`config.mk`:
```
export PLATFORM = sky130hd
export DESIGN_NAME = io_responder
export DESIGN_NICKNAME = d
export VERILOG_FILES = /design/src/rtl/io_pkg.sv /design/src/rtl/io_debounce.sv /design/src/rtl/io_responder.sv
export SDC_FILE = /design/constraint.sdc
export NUM_CORES = 1
export LEC_CHECK = 0
export CAP_MARGIN = 20
export CORE_UTILIZATION = 54
export CTS_BUF_LIST = sky130_fd_sc_hd__clkbuf_4
export CTS_CLUSTER_DIAMETER = 50
export DETAILED_ROUTE_END_ITERATION = 16
export GPL_ROUTABILITY_DRIVEN = 0
export PLACE_DENSITY = 0.95
export SETUP_SLACK_MARGIN = 0.1
export SLEW_MARGIN = 0
export SYNTH_ARGS = -nofsm -noshare
export SYNTH_HDL_FRONTEND = slang
export SYNTH_SLANG_ARGS = --single-unit
```
`constraint.sdc`:
```
create_clock -name clock -period 2.8 [get_ports clock]
set_input_delay 0.28 -clock clock [delete_from_list [all_inputs] [get_ports clock]]
set_output_delay 0.28 -clock clock [all_outputs]
set_load 0.02 [all_outputs]
```
`src/rtl/io_pkg.sv`:
```
// Shared address-map constants for the memory-mapped I/O window at 0xFF0-0xFFF.
// No logic; the window decode helper is used by the responder.
package io_pkg;
  localparam logic [11:0] IO_BASE     = 12'hFF0;
  localparam logic [3:0]  IO_SW_LIVE  = 4'h0;
  localparam logic [3:0]  IO_SW_LATCH = 4'h1;
  localparam logic [3:0]  IO_STATUS   = 4'h2;
  localparam logic [3:0]  IO_DISP     = 4'h3;
  localparam logic [3:0]  IO_SEL      = 4'h4;

  localparam int IO_ST_NEW = 0;
  localparam int IO_ST_OVR = 1;

  function automatic logic io_hit(input logic [11:0] a);
    return a[11:4] == IO_BASE[11:4];
  endfunction
endpackage

```
`src/rtl/io_debounce.sv`:
```
// Button debouncer: level follows the input after DB_LIMIT consecutive differing cycles.
// Latency DB_LIMIT cycles to level; rise is a registered one-cycle pulse alongside the level change.
module io_debounce #(
  parameter logic [15:0] DB_LIMIT = 16'd50000,
  parameter int          DB_W     = 16
) (
  input  logic clock,
  input  logic reset,
  input  logic din,
  output logic level,
  output logic rise
);
  localparam logic [DB_W-1:0] LIM_M1 = DB_W'(DB_LIMIT - 16'd1);

  logic [DB_W-1:0] cnt_q, cnt_d;
  logic            level_q, level_d;
  logic            rise_q, rise_d;

  always_comb begin
    cnt_d   = '0;
    level_d = level_q;
    rise_d  = 1'b0;
    if (din != level_q) begin
      if (cnt_q == LIM_M1) begin
        level_d = ~level_q;
        rise_d  = ~level_q;
      end else begin
        cnt_d = cnt_q + 1'b1;
      end
    end
  end

  always_ff @(posedge clock) begin
    if (!reset) begin
      cnt_q   <= '0;
      level_q <= 1'b0;
      rise_q  <= 1'b0;
    end else begin
      cnt_q   <= cnt_d;
      level_q <= level_d;
      rise_q  <= rise_d;
    end
  end

  assign level = level_q;
  assign rise  = rise_q;
endmodule

```
`src/rtl/io_responder.sv`:
```
// Memory-mapped I/O responder for 0xFF0-0xFFF: switches, button status, display registers.
// Read latency 1, no stalls. Define IO_DEBOUNCE_EN to insert the button debouncer.
module io_responder
  import io_pkg::*;
#(
  parameter logic [15:0] DB_LIMIT = 16'd50000,
  parameter int          DB_W     = 16
) (
  input  logic        clock,
  input  logic        reset,
  input  logic [11:0] addr,
  input  logic [15:0] wdata,
  input  logic        wren,
  input  logic        rden,
  output logic        hit,
  output logic [15:0] rdata,
  output logic        rvalid,
  input  logic [15:0] sw,
  input  logic        btn,
  output logic [15:0] disp_val,
  output logic [2:0]  disp_sel,
  output logic        flag
);
  logic [15:0] sw_s1_q, sw_s2_q;
  logic        btn_s1_q, btn_s2_q;
  logic        press;

  logic [15:0] rdata_q, rdata_d;
  logic        rvalid_q, rvalid_d;
  logic [15:0] latch_q, latch_d;
  logic        new_q, new_d;
  logic        ovr_q, ovr_d;
  logic [15:0] disp_q, disp_d;
  logic [2:0]  sel_q, sel_d;

  logic       wr, rd, clr;
  logic [3:0] off;

  assign hit = io_hit(addr);
  assign off = addr[3:0];
  assign wr  = wren && hit;
  assign rd  = rden && hit && !wren;
  assign clr = rd && (off == IO_SW_LATCH);

`ifdef IO_DEBOUNCE_EN
  logic db_level;

  io_debounce #(.DB_LIMIT(DB_LIMIT), .DB_W(DB_W)) u_debounce (
    .clock (clock),
    .reset (reset),
    .din   (btn_s2_q),
    .level (db_level),
    .rise  (press)
  );
`else
  logic btn_prev_q;

  always_ff @(posedge clock) begin
    if (!reset) btn_prev_q <= 1'b0;
    else        btn_prev_q <= btn_s2_q;
  end

  assign press = btn_s2_q & ~btn_prev_q;
`endif

  always_comb begin
    rvalid_d = rd;
    rdata_d  = rdata_q;
    if (rd) begin
      case (off)
        IO_SW_LIVE:  rdata_d = sw_s2_q;
        IO_SW_LATCH: rdata_d = latch_q;
        IO_STATUS:   rdata_d = {14'd0, ovr_q, new_q};
        IO_DISP:     rdata_d = disp_q;
        IO_SEL:      rdata_d = {13'd0, sel_q};
        default:     rdata_d = 16'd0;
      endcase
    end

    disp_d = (wr && off == IO_DISP) ? wdata : disp_q;
    sel_d  = (wr && off == IO_SEL) ? wdata[2:0] : sel_q;

    // A latch read clears status, but a press in the same cycle re-arms NEW without OVR.
    new_d   = clr ? 1'b0 : new_q;
    ovr_d   = clr ? 1'b0 : ovr_q;
    latch_d = latch_q;
    if (press) begin
      latch_d = sw_s2_q;
      new_d   = 1'b1;
      if (new_q && !clr) ovr_d = 1'b1;
    end
  end

  always_ff @(posedge clock) begin
    if (!reset) begin
      sw_s1_q  <= '0;
      sw_s2_q  <= '0;
      btn_s1_q <= 1'b0;
      btn_s2_q <= 1'b0;
      rdata_q  <= '0;
      rvalid_q <= 1'b0;
      latch_q  <= '0;
      new_q    <= 1'b0;
      ovr_q    <= 1'b0;
      disp_q   <= '0;
      sel_q    <= '0;
    end else begin
      sw_s1_q  <= sw;
      sw_s2_q  <= sw_s1_q;
      btn_s1_q <= btn;
      btn_s2_q <= btn_s1_q;
      rdata_q  <= rdata_d;
      rvalid_q <= rvalid_d;
      latch_q  <= latch_d;
      new_q    <= new_d;
      ovr_q    <= ovr_d;
      disp_q   <= disp_d;
      sel_q    <= sel_d;
    end
  end

  assign rdata    = rdata_q;
  assign rvalid   = rvalid_q;
  assign disp_val = disp_q;
  assign disp_sel = sel_q;
  assign flag     = new_q;
endmodule

```
Yosys cells after proc, flatten, opt, wreduce, memory -nomap -nowiden

Index checks and enable logic that the tools add are counted.

Bits in registers: 89
Input port bits: 49
Output and inout port bits: 38
Word-level logic and storage cells: 36

Equal/unequal tests: 5
Mux-type cells: 6
Bitwise gates (word level): 2
Reductions and logical operators: 11

Operator list:

| cell               | number |
|---|---|
| $pmux 16 s5        | 1 |
| $eq 4x2->1 const B | 2 |
| $eq 8x8->1 const B | 1 |
| $logic_and 1x1->1  | 7 |
| $mux 1             | 5 |
| $eq 4x1->1 const B | 1 |
| $eq 4x3->1 const B | 1 |
| $logic_not 4->1    | 1 |
| $logic_not 1->1    | 2 |
| $reduce_bool 2->1  | 1 |
| $and 1x1->1        | 1 |
| $not 1->1          | 1 |

Depth between registers and ports, before layout

Depth in word-level cells: 8
Depth in mapped cells: 6
Gate-level depth less buffers: 4

Worst setup path after synthesis

OpenSTA, ideal clock, no wires.

Kind: input to register
From: input port addr[7]
To: register sel_q[0], in the netlist disp_sel[0]
Setup time: 0.072 ns
Data arrival time: 1.388 ns
Required time: 2.728 ns
Setup slack: 1.340 ns
Cell stages on the path: 5
Path buffers: 1
Cells stage by stage: nand4_1 > nor2_1 > and3_1 > clkbuf_1 > mux2i_1

Word-level cells in the longest chain between the ends: 3

Ends and longest elaborated chain:

| element                | RTL line            | source |
|---|---|---|
| start: declaration     | io_responder.sv:11  | `input logic [11:0] addr,` |
| $eq 8x8->1             | io_pkg.sv:15        | `return a[11:4] == IO_BASE[11:4];` |
| net hit                | io_responder.sv:15  | `output logic hit,` |
| $logic_and 1x1->1      | io_responder.sv:41  | `assign wr = wren && hit;` |
| $logic_and 1x1->1      | io_responder.sv:81  | `sel_d = (wr && off == IO_SEL) ? wdata[2:0] : sel_q;` |
| end signal: assignment | io_responder.sv:118 | `sel_q <= sel_d;` |
| end: declaration       | io_responder.sv:34  | `logic [2:0] sel_q, sel_d;` |

The timed path passes the listed nets, and every way through them passes these cells.
A chain may end at the register's enable or synchronous reset.

Worst setup path after layout

From: input port addr[7]
To: output port hit

Word-level cells in the longest chain between the ends: 1

Ends and longest elaborated chain:

| element          | RTL line |
|---|---|
| $eq 8x8->1       | io_pkg.sv:15 |
| end: declaration | io_responder.sv:15 |

Every way passes these cells.

==> results.md <==
* Switching Fraction at a little over a fifth
* Clock power share at between 30% and 40%
* CTS sink cnt at 89
* # rows at 28
* Final worst slack at 0.695 ns
* Hold_sp: reset
* CP peak stage delay at 0.62 ns
* Reg2reg start: flag
* CP max-delay cell: clkdlybuf4s50_1
* Critical path arrival at between 1.5 and 2 ns
* Crit. path cell count at 4
* Commonest cells after routing, fill and taps aside: dfxtp_1, clkdlybuf4s50_1, nand2_1
* Post-CTS Setup Bufs at 0
* Syn Inst Count at around 350
* CTS clk-pin slew, worst paths at 0.14 ns
* Worst VDD drop at around 0.32 mV
* Mean Syn Cell Area at 9.55 sq um
* CTS resizes at 0
* Sequential share of the synthesized area at about 53%
* Final setup viols at 0
* Worst Path Required at about 2.5 ns
* Slew HR at around 28%
* Minimum clock period at 2.10 ns
* Setup Crit Path Kind: primary input to primary output
* Synthesis Warnings at 0
* Crit path from: addr[7]
* CTS root buf: clkbuf_4
* Core box area at approximately 6000 sq um
* Mapped Nets at between 300 and 400
* CP Max Fanout at 3
* I/O Pins at 87
* Buffers plus inverters on the worst setup path at 2
* Clk Latency, worst-skew pair at about 0.41 ns
* TritonCTS clock tree: built
* Max frequency at roughly 480 MHz
* Hold slack final at about 0.33 ns
* WL per Instance at ~14 um
* Routed Antenna Nets at 0
* Synth unique cells at 38
* Status: completed
* Most common cell after layout, fill and taps aside: dfxtp_1
* Layout cells sized above 1 at ~6%
* Max Transition Viols Final at 0
* Flops & latches, synth at between 80 and 90
* Static Leak at ~1.6 nW
* R2R cell count at 3
* Largest net degree at the start of global routing at 70
* Final WL at approximately 7000 um
* Worst hold path type: primary input to flop
* Initial antenna violation count at 0
* Final period util at 75.2%
* Die width at 80.6 um
* CP Launch Type: primary input
* CTS Buf Count at 9
* Post-DP HPWL at a little under 5000 um
* P_sw at around 0.00048 W
* Hold buffer count at CTS at 0
* Actual slew at the worst max-slew pin at around 1.1 ns
* Sum of negative setup slack at 0 ns
* Initial Util at a little under three fifths
* Diode count at 0
* Synthesis-to-layout area growth at 30.5%
* Mapped Area at between 3000 and 4000 sq um
* Pwr Density at 514 nW/um^2
* CP top delay family: buffers and inverters
* CTS Buffer Depth at 2
* Nets at 473
* Congestion Overflow GR at 0
* Reg power frac at approximately three fifths
* Internal power at 0.00175 W
* RSZ-0062 raised after global routing: false
* DR iter-0 viols at around 160
* Dpl ws at between 0.6 and 0.7 ns
* Port Buffer Count at 86
* Max-cap violations at 0
* Vias per cell at 5.23
* Post-synth EDFFs at 0
* Vias post-DR at 2637
* Hold path depth at 3
* Element type at the critical path end: primary output
* Tot GR Track Use at 22.8%
* Drc violations at 0
* Crit path cell chain: clkdlybuf4s50_1 > nand4_1 > nor2_1 > clkdlybuf4s50_1
* Ys flop type: dfxtp_1
* Chip height at 80.6 um
* Gate power share at under 10%
* TritonRoute pass-1 iters at 5
* Post-synth ARST share at 0%
* Worst Clk Skew at between 0.015 and 0.02 ns
* Cell mode on critical path: clkdlybuf4s50_1
* H-tree depth at 3
* Global-route wire length before repair at 11200 um
* Final Util at around 73%
* Vias in the first global route at roughly 2400
* Full die area at 6490 sq um
* Final Hold Viols at 0
==> power by group through the flow <==
stage / Clock (W) / Sequential [W] / Combinational [W]
final: 0.000771 / 0.00130 / 0.000161
after global routing: 0.000837 / 0.00131 / 0.000175
after CTS: 0.000779 / 0.00130 / 0.000161
after detailed placement: 0 / 0.00133 / 0.000160
after global placement: 0 / 0.00133 / 0.000157
after floorplan: 0 / 0.00133 / 0.0000774
==> Yosys cell counts (3+ instances only) <==
cell type   n  area share, %
a22o_1     17            4.5
clkbuf_1   15            1.7
nand3_1    16            2.4
nand2_1    70            7.9
and2_1     38            7.1
buf_4       4           0.90
a21boi_0   14            3.2
mux2i_1    17            5.1
buf_2       5           0.75
nor2_1      3           0.34
o21ai_1    18            2.7
dfxtp_1    89             53
o21ai_0    13            2.0
==> metrics by stage <==
stage / std cells / cell area [sq um] / power, W
6_report: 504 / 4350 / 0.00224
5_1_grt: 504 / 4350 / 0.00232
4_1_cts: 504 / 4350 / 0.00224
3_3_place_gp: 488 / 4190 / 0.00149
3_5_place_dp: 488 / 4190 / 0.00149
2_1_floorplan: 349 / 3330 / 0.00141
==> final cells by class <==
type / count / area (sq um)
clock inverter: 6 / 82.6
inverter: 2 / 7.51
fill: 429 / 1610
sequential: 89 / 1780
tap: 75 / 93.8
multi-input combinational: 231 / 1420
clock buffer: 10 / 75.1
timing repair buffer: 91 / 893
==> routing by layer <==
metal  GRT usage (%)  share of wire (%)
met5               0                  0
met4            10.2                1.3
met3            5.68                6.2
met2            35.7                 47
met1            29.6                 46
==> path summary, 6_finish.rpt <==
kind | endpoint | slack, ns
min | disp_val[14] | 0.33
max reg2reg | rdata[0] | 1.47
max | hit | 0.70
min reg2reg | sw_s2_q[7] | 0.44
==> registers in the layout, summed over array words and instances, names as in the netlist <==
signal	flops
disp_val	16
latch_q	16
rdata	16
sw_s1_q	16
sw_s2_q	16
disp_sel	3
btn_prev_q	1
btn_s1_q	1
btn_s2_q	1
flag	1
ovr_q	1
rvalid	1
==> cells by family after synthesis <==
| family | Yosys count | share of synthesized area, % |
|---|---|---|
| mux | 19 | 6.12 |
| buf+inv | 29 | 4.35 |
| compound gates | 70 | 14.0 |
| simple gates | 142 | 22.1 |
| flops | 89 | 53.4 |
==> worst register-to-register path, stage by stage (launching register included) <==
cell and delay [ns]:
dfxtp_1 0.36, mux4_2 0.46, a22o_1 0.25, a22o_1 0.17
Note: power is estimated with default switching activity, not from simulation.
==> RTL edit 1 (config.mk and constraints unchanged) <==
Remove the register `rvalid_q`: a continuous assignment takes its place, so the output `rvalid` follows one clock earlier.
--- a/src/rtl/io_responder.sv
+++ b/src/rtl/io_responder.sv
@@ -99,5 +99,4 @@
       btn_s2_q <= 1'b0;
       rdata_q  <= '0;
-      rvalid_q <= 1'b0;
       latch_q  <= '0;
       new_q    <= 1'b0;
@@ -111,5 +110,4 @@
       btn_s2_q <= btn_s1_q;
       rdata_q  <= rdata_d;
-      rvalid_q <= rvalid_d;
       latch_q  <= latch_d;
       new_q    <= new_d;
@@ -120,4 +118,6 @@
   end
 
+  assign rvalid_q = rvalid_d;
+
   assign rdata    = rdata_q;
   assign rvalid   = rvalid_q;
Formal check against the unedited RTL: not equivalent (a bounded check fails within 4 cycles, from zero or initial values and one cycle with reset low).
==> RTL edit 1 against the unedited design <==
Via count decreased by 6.2%. Total power down 8.4%. Area after synthesis is 0.75% lower. Routed wire length is 4.5% lower. Non-clock buffer count stayed put. Sequential cell count shrank 1. Largest cell class unchanged. Clock skew shrank 0.0072 ns. Worst setup slack worse by 0.21 ns. First-iteration DRC count is 31% lower. Final area is 0.43% lower. Critical path type unchanged.
==> RTL edit 1: results (changes against the unedited design) <==
[cells_and_area]
fin_nets=448  ; was 473
drive_gt1_share_pct=7.426  ; was 6.061%
antenna_cells=0  ; unchanged

[timing]
slew_headroom_pct=26.39  ; was 28.31%
fin_skew_ns=0.01162  ; was 0.01881 ns

[clock_tree]
cts-root-buf=clkbuf_4  ; unchanged
clkLatencyLatePin_ns=0.43  ; was 0.41 ns
clkSlewWorstSetupHoldPaths_ns=0.13
cts.path.max_buffers=2  ; unchanged
post_cts_resized=0  ; unchanged

[run_status]
outcome=completed  ; unchanged

[yosys]
synth_common_cells=dfxtp_1 (88), nand2_1 (47), and2_1 (36), mux2i_1 (33), nor2b_1 (21)  ; was dfxtp_1 (89), nand2_1 (70), and2_1 (38), o21ai_1 (18)
synth_fp_nets=367  ; was 398
ys.flop_type=dfxtp_1  ; unchanged
yosysSeqAreaShare_pct=53.23  ; was 53.43%
synth.area.top_cells=dfxtp_1 (53%), mux2i_1 (10%), and2_1 (6.8%)  ; was dfxtp_1 (53%), nand2_1 (7.9%), and2_1 (7.1%)
ys_types=32  ; was 38
synthArstFlopShare_pct=0  ; unchanged

[setup_path]
path_max_fanout=4  ; was 3
critPathArrivalTime_ns=2.04  ; was 1.82 ns

[detailed_routing]
top_layer=met4  ; unchanged
vias_per_cell=5.163  ; was 5.232
wl_met1_um=2981  ; was 3203 um
wl_met3_um=368  ; was 432 um
routed-wl-met2_um=3149  ; was 3248 um
drtIter0Drc=109  ; was 157
firstDrtPassIters=4  ; was 5
postRouteWirelength_um=6661  ; was 6977 um

[global_routing]
grt_first_pass_wirelength_um=10830  ; was 11,210 um
grtUsageMet1_pct=27.69  ; was 29.64%
use_met3_pct=4.545  ; was 5.682%
grt_max_degree=64  ; was 70
grt_usage_pct=22.22  ; was 22.84%
grt_pass1_vias=2367  ; was 2,423
met2_usage_pct=35.13  ; was 35.68%
antenna_found_initial=0  ; unchanged

[place]
placed_area_um2=4218  ; was 4193 um2
hpwl_um=4850  ; was 4860 um
pre_cts_slack_ns=0.5109  ; was 0.6528 ns
io_buffers=86  ; unchanged

[power_and_ir_drop]
leakage_nw=1.534  ; was 1.595 nW
vdd_drop_max_mv=0.2731  ; was 0.3215 mV

## RTL edit 1: cell types whose count changed after synthesis, moves of 3 or more
cell	change
o21ai_1	-18
a22o_1	-4
buf_4	-4
mux2i_1	+16
nand2_1	-23
nand3_1	-16
o2bb2ai_1	+3
nor2b_1	+19
## RTL edit 1: worst paths after layout
kind	start	end	slack (ns)	cells past startpoint
worst max-delay path	addr[10]	rvalid	0.48	4
worst min-delay path	reset	disp_val[3]$_SDFFE_PN0P_	0.21	2
worst max register to register	flag$_SDFFE_PN0P_	rdata[0]$_SDFFE_PN0P_	1.56	3
worst min register to register	btn_s1_q$_SDFF_PN0_	btn_s2_q$_SDFF_PN0_	0.45	1
## RTL edit 1: final cells by class
class	count	area (um2)
clock buffers	9	67.56
clock inverters	7	46.29
fillers	409	1589
inverters	2	7.507
multi-input cells	207	1449
flip-flops and latches	88	1762
well taps	75	93.84
repair buffers	91	905.9
## RTL edit 1: report_power, final
group	switching, mW	internal [mW]	total, mW
Combinational	0.0648	0.0963	0.161
Sequential	0.0101	1.28	1.29
Clock	0.418	0.181	0.599
## RTL edit 1: logic make-up after synthesis
family,Yosys count,share of synthesized area (%)
compound gates,51,10.93
buf+inv,23,2.987
flops,88,53.23
mux,36,11.68
simple gates,120,21.17
## RTL edit 1: through the flow
stage	total power, mW	hold WS [ns]	instances
detailed placement	1.478	0.4169	463
global placement	1.473	0.4106	463
floorplan	1.388	0.4057	318
CTS	2.069	0.1933	479
finish	2.049	0.2084	479
global route	2.137	0.1875	479
## RTL edit 1: critical path: stages
cell	delay [ns]
clkdlybuf4s50_1	0.50
nand4_4	0.15
nor4_2	0.41
clkdlybuf4s50_1	0.69
==> RTL edit 2 (same settings) <==
Without the edit above. Build with the macro `IO_DEBOUNCE_EN` defined.
--- a/src/rtl/io_responder.sv
+++ b/src/rtl/io_responder.sv
@@ -1,4 +1,6 @@
 // Memory-mapped I/O responder for 0xFF0-0xFFF: switches, button status, display registers.
 // Read latency 1, no stalls. Define IO_DEBOUNCE_EN to insert the button debouncer.
+`define IO_DEBOUNCE_EN
+
 module io_responder
   import io_pkg::*;
Function: changed (Yosys sat finds a counterexample within 4 cycles, from zero or initial values and one cycle with reset low).
==> RTL edit 2 against the unedited design <==
Final cell count grew 15%. Final area grew 18%. Area after synthesis grew 23%. Routed wire length grew 21%. Total power grew 4.5%. Via count grew 17%. Worst setup slack lost 0.28 ns. Highest routed layer unchanged. Sequential cell count grew 17. Global-route usage shrank 1.0 points. First-iteration DRC count shrank 40%. Combinational power shrank 4%.
==> RTL edit 2: results (changes against the unedited design) <==
[run_status]
outcome=completed  ; unchanged

[yosys]
yosysSeqAreaShare_pct=51.69  ; was 53.43%
synth_common_cells=dfxtp_1 (106), mux2i_1 (50), nor2b_1 (37), and2_1 (34), nor2_1 (21)  ; was dfxtp_1 (89), nand2_1 (70), and2_1 (38), o21ai_1 (18)
synthMuxAreaShare_pct=13.29  ; was 6.116%
synth-compound-area-share_pct=7.010  ; was 14.03%
ys_types=45  ; was 38
synth.area.top_cells=dfxtp_1 (52%), mux2i_1 (12%), nor2b_1 (5.6%)  ; was dfxtp_1 (53%), nand2_1 (7.9%), and2_1 (7.1%)
synth_fp_nets=441  ; was 398
synth-xor-area-share_pct=2.987  ; was 0%

[global_routing]
grtUsageMet1_pct=26.52  ; was 29.64%
grt_pass1_vias=2924  ; was 2,423
met2_usage_pct=36.43  ; was 35.68%
grt_first_pass_wirelength_um=13210  ; was 11,210 um
grt_usage_pct=21.80  ; was 22.84%

[setup_path]
critPathLaunch=addr[10]  ; was addr[7]
path_max_fanout=7  ; was 3
reg2reg_from=u_debounce.cnt_q[0]$_SDFF_PP0_  ; was flag$_SDFFE_PN0P_
critPathArrivalTime_ns=2.10  ; was 1.82 ns

[place]
pre_cts_slack_ns=0.4258  ; was 0.6528 ns
dpl.cell_count=561  ; was 488
placed_area_um2=5034  ; was 4193 um2
hpwl_um=6148  ; was 4860 um

[timing]
fin_skew_ns=0.008991  ; was 0.01881 ns

[power_and_ir_drop]
intPower_mw=1.811  ; was 1.752 mW
vdd_drop_max_mv=0.2365  ; was 0.3215 mV
leakage_nw=1.766  ; was 1.595 nW

[detailed_routing]
firstDrtPassIters=4  ; was 5
postRouteWirelength_um=8448  ; was 6977 um
vias=3085  ; was 2,637

[cells_and_area]
drive_gt1_share_pct=6.054  ; was 6.061%
fill_cells=545  ; was 429
fin_nets=524  ; was 473

==> RTL edit 2: cell types whose count changed in the layout (fill, tap and decap cells not counted), sizes merged, moves of 15 or more <==
| cell | delta |
|---|---|
| mux2i | +33 |
| a21boi | -15 |
| nor2 | +18 |
| dfxtp | +17 |
| nor2b | +35 |
| o21ai | -17 |
| nand2 | -52 |
==> RTL edit 2: cell type report <==
type / count / area (um2) / area share [%]
clock inverters: 6 / 33.78 / 0.6560
clock buffers: 10 / 75.07 / 1.458
inverters: 9 / 33.78 / 0.6560
flip-flops and latches: 106 / 2122 / 41.21
well taps: 99 / 123.9 / 2.405
repair buffers: 92 / 913.4 / 17.74
multi-input cells: 256 / 1848 / 35.88
==> RTL edit 2: routing by layer <==
layer / vias to the layer above / share of wire, %
li1: 1509 / -
met5: - / 0
met2: 111 / 48
met3: 15 / 6.5
met1: 1450 / 44
met4: 0 / 1.6
==> RTL edit 2: power by group through the flow <==
stage                     Clock [mW]  Combinational [mW]  Sequential, mW
after floorplan                    0              0.0687            1.57
after global placement             0               0.148            1.57
after detailed placement           0               0.152            1.57
after CTS                      0.656               0.153            1.54
after global routing           0.726               0.167            1.54
final                          0.643               0.154            1.54
==> RTL edit 2: path summary, 6_finish.rpt <==
path / slack, ns / cells after the start / to
worst max-delay path: 0.42 / 4 / hit
worst min-delay path: 0.28 / 3 / rdata[0]$_SDFFE_PN0P_
worst max register to register: 0.94 / 5 / u_debounce.cnt_q[4]$_SDFF_PP0_
worst min register to register: 0.45 / 1 / sw_s2_q[6]$_SDFF_PN0_
==> RTL edit 2: worst register-to-register path, delay by kind of cell (launching register included) <==
| kind | cells | cell delay (ns) |
|---|---|---|
| fa+ha+maj | 1 | 0.23 |
| simple gates | 4 | 1.12 |
| flops | 1 | 0.40 |
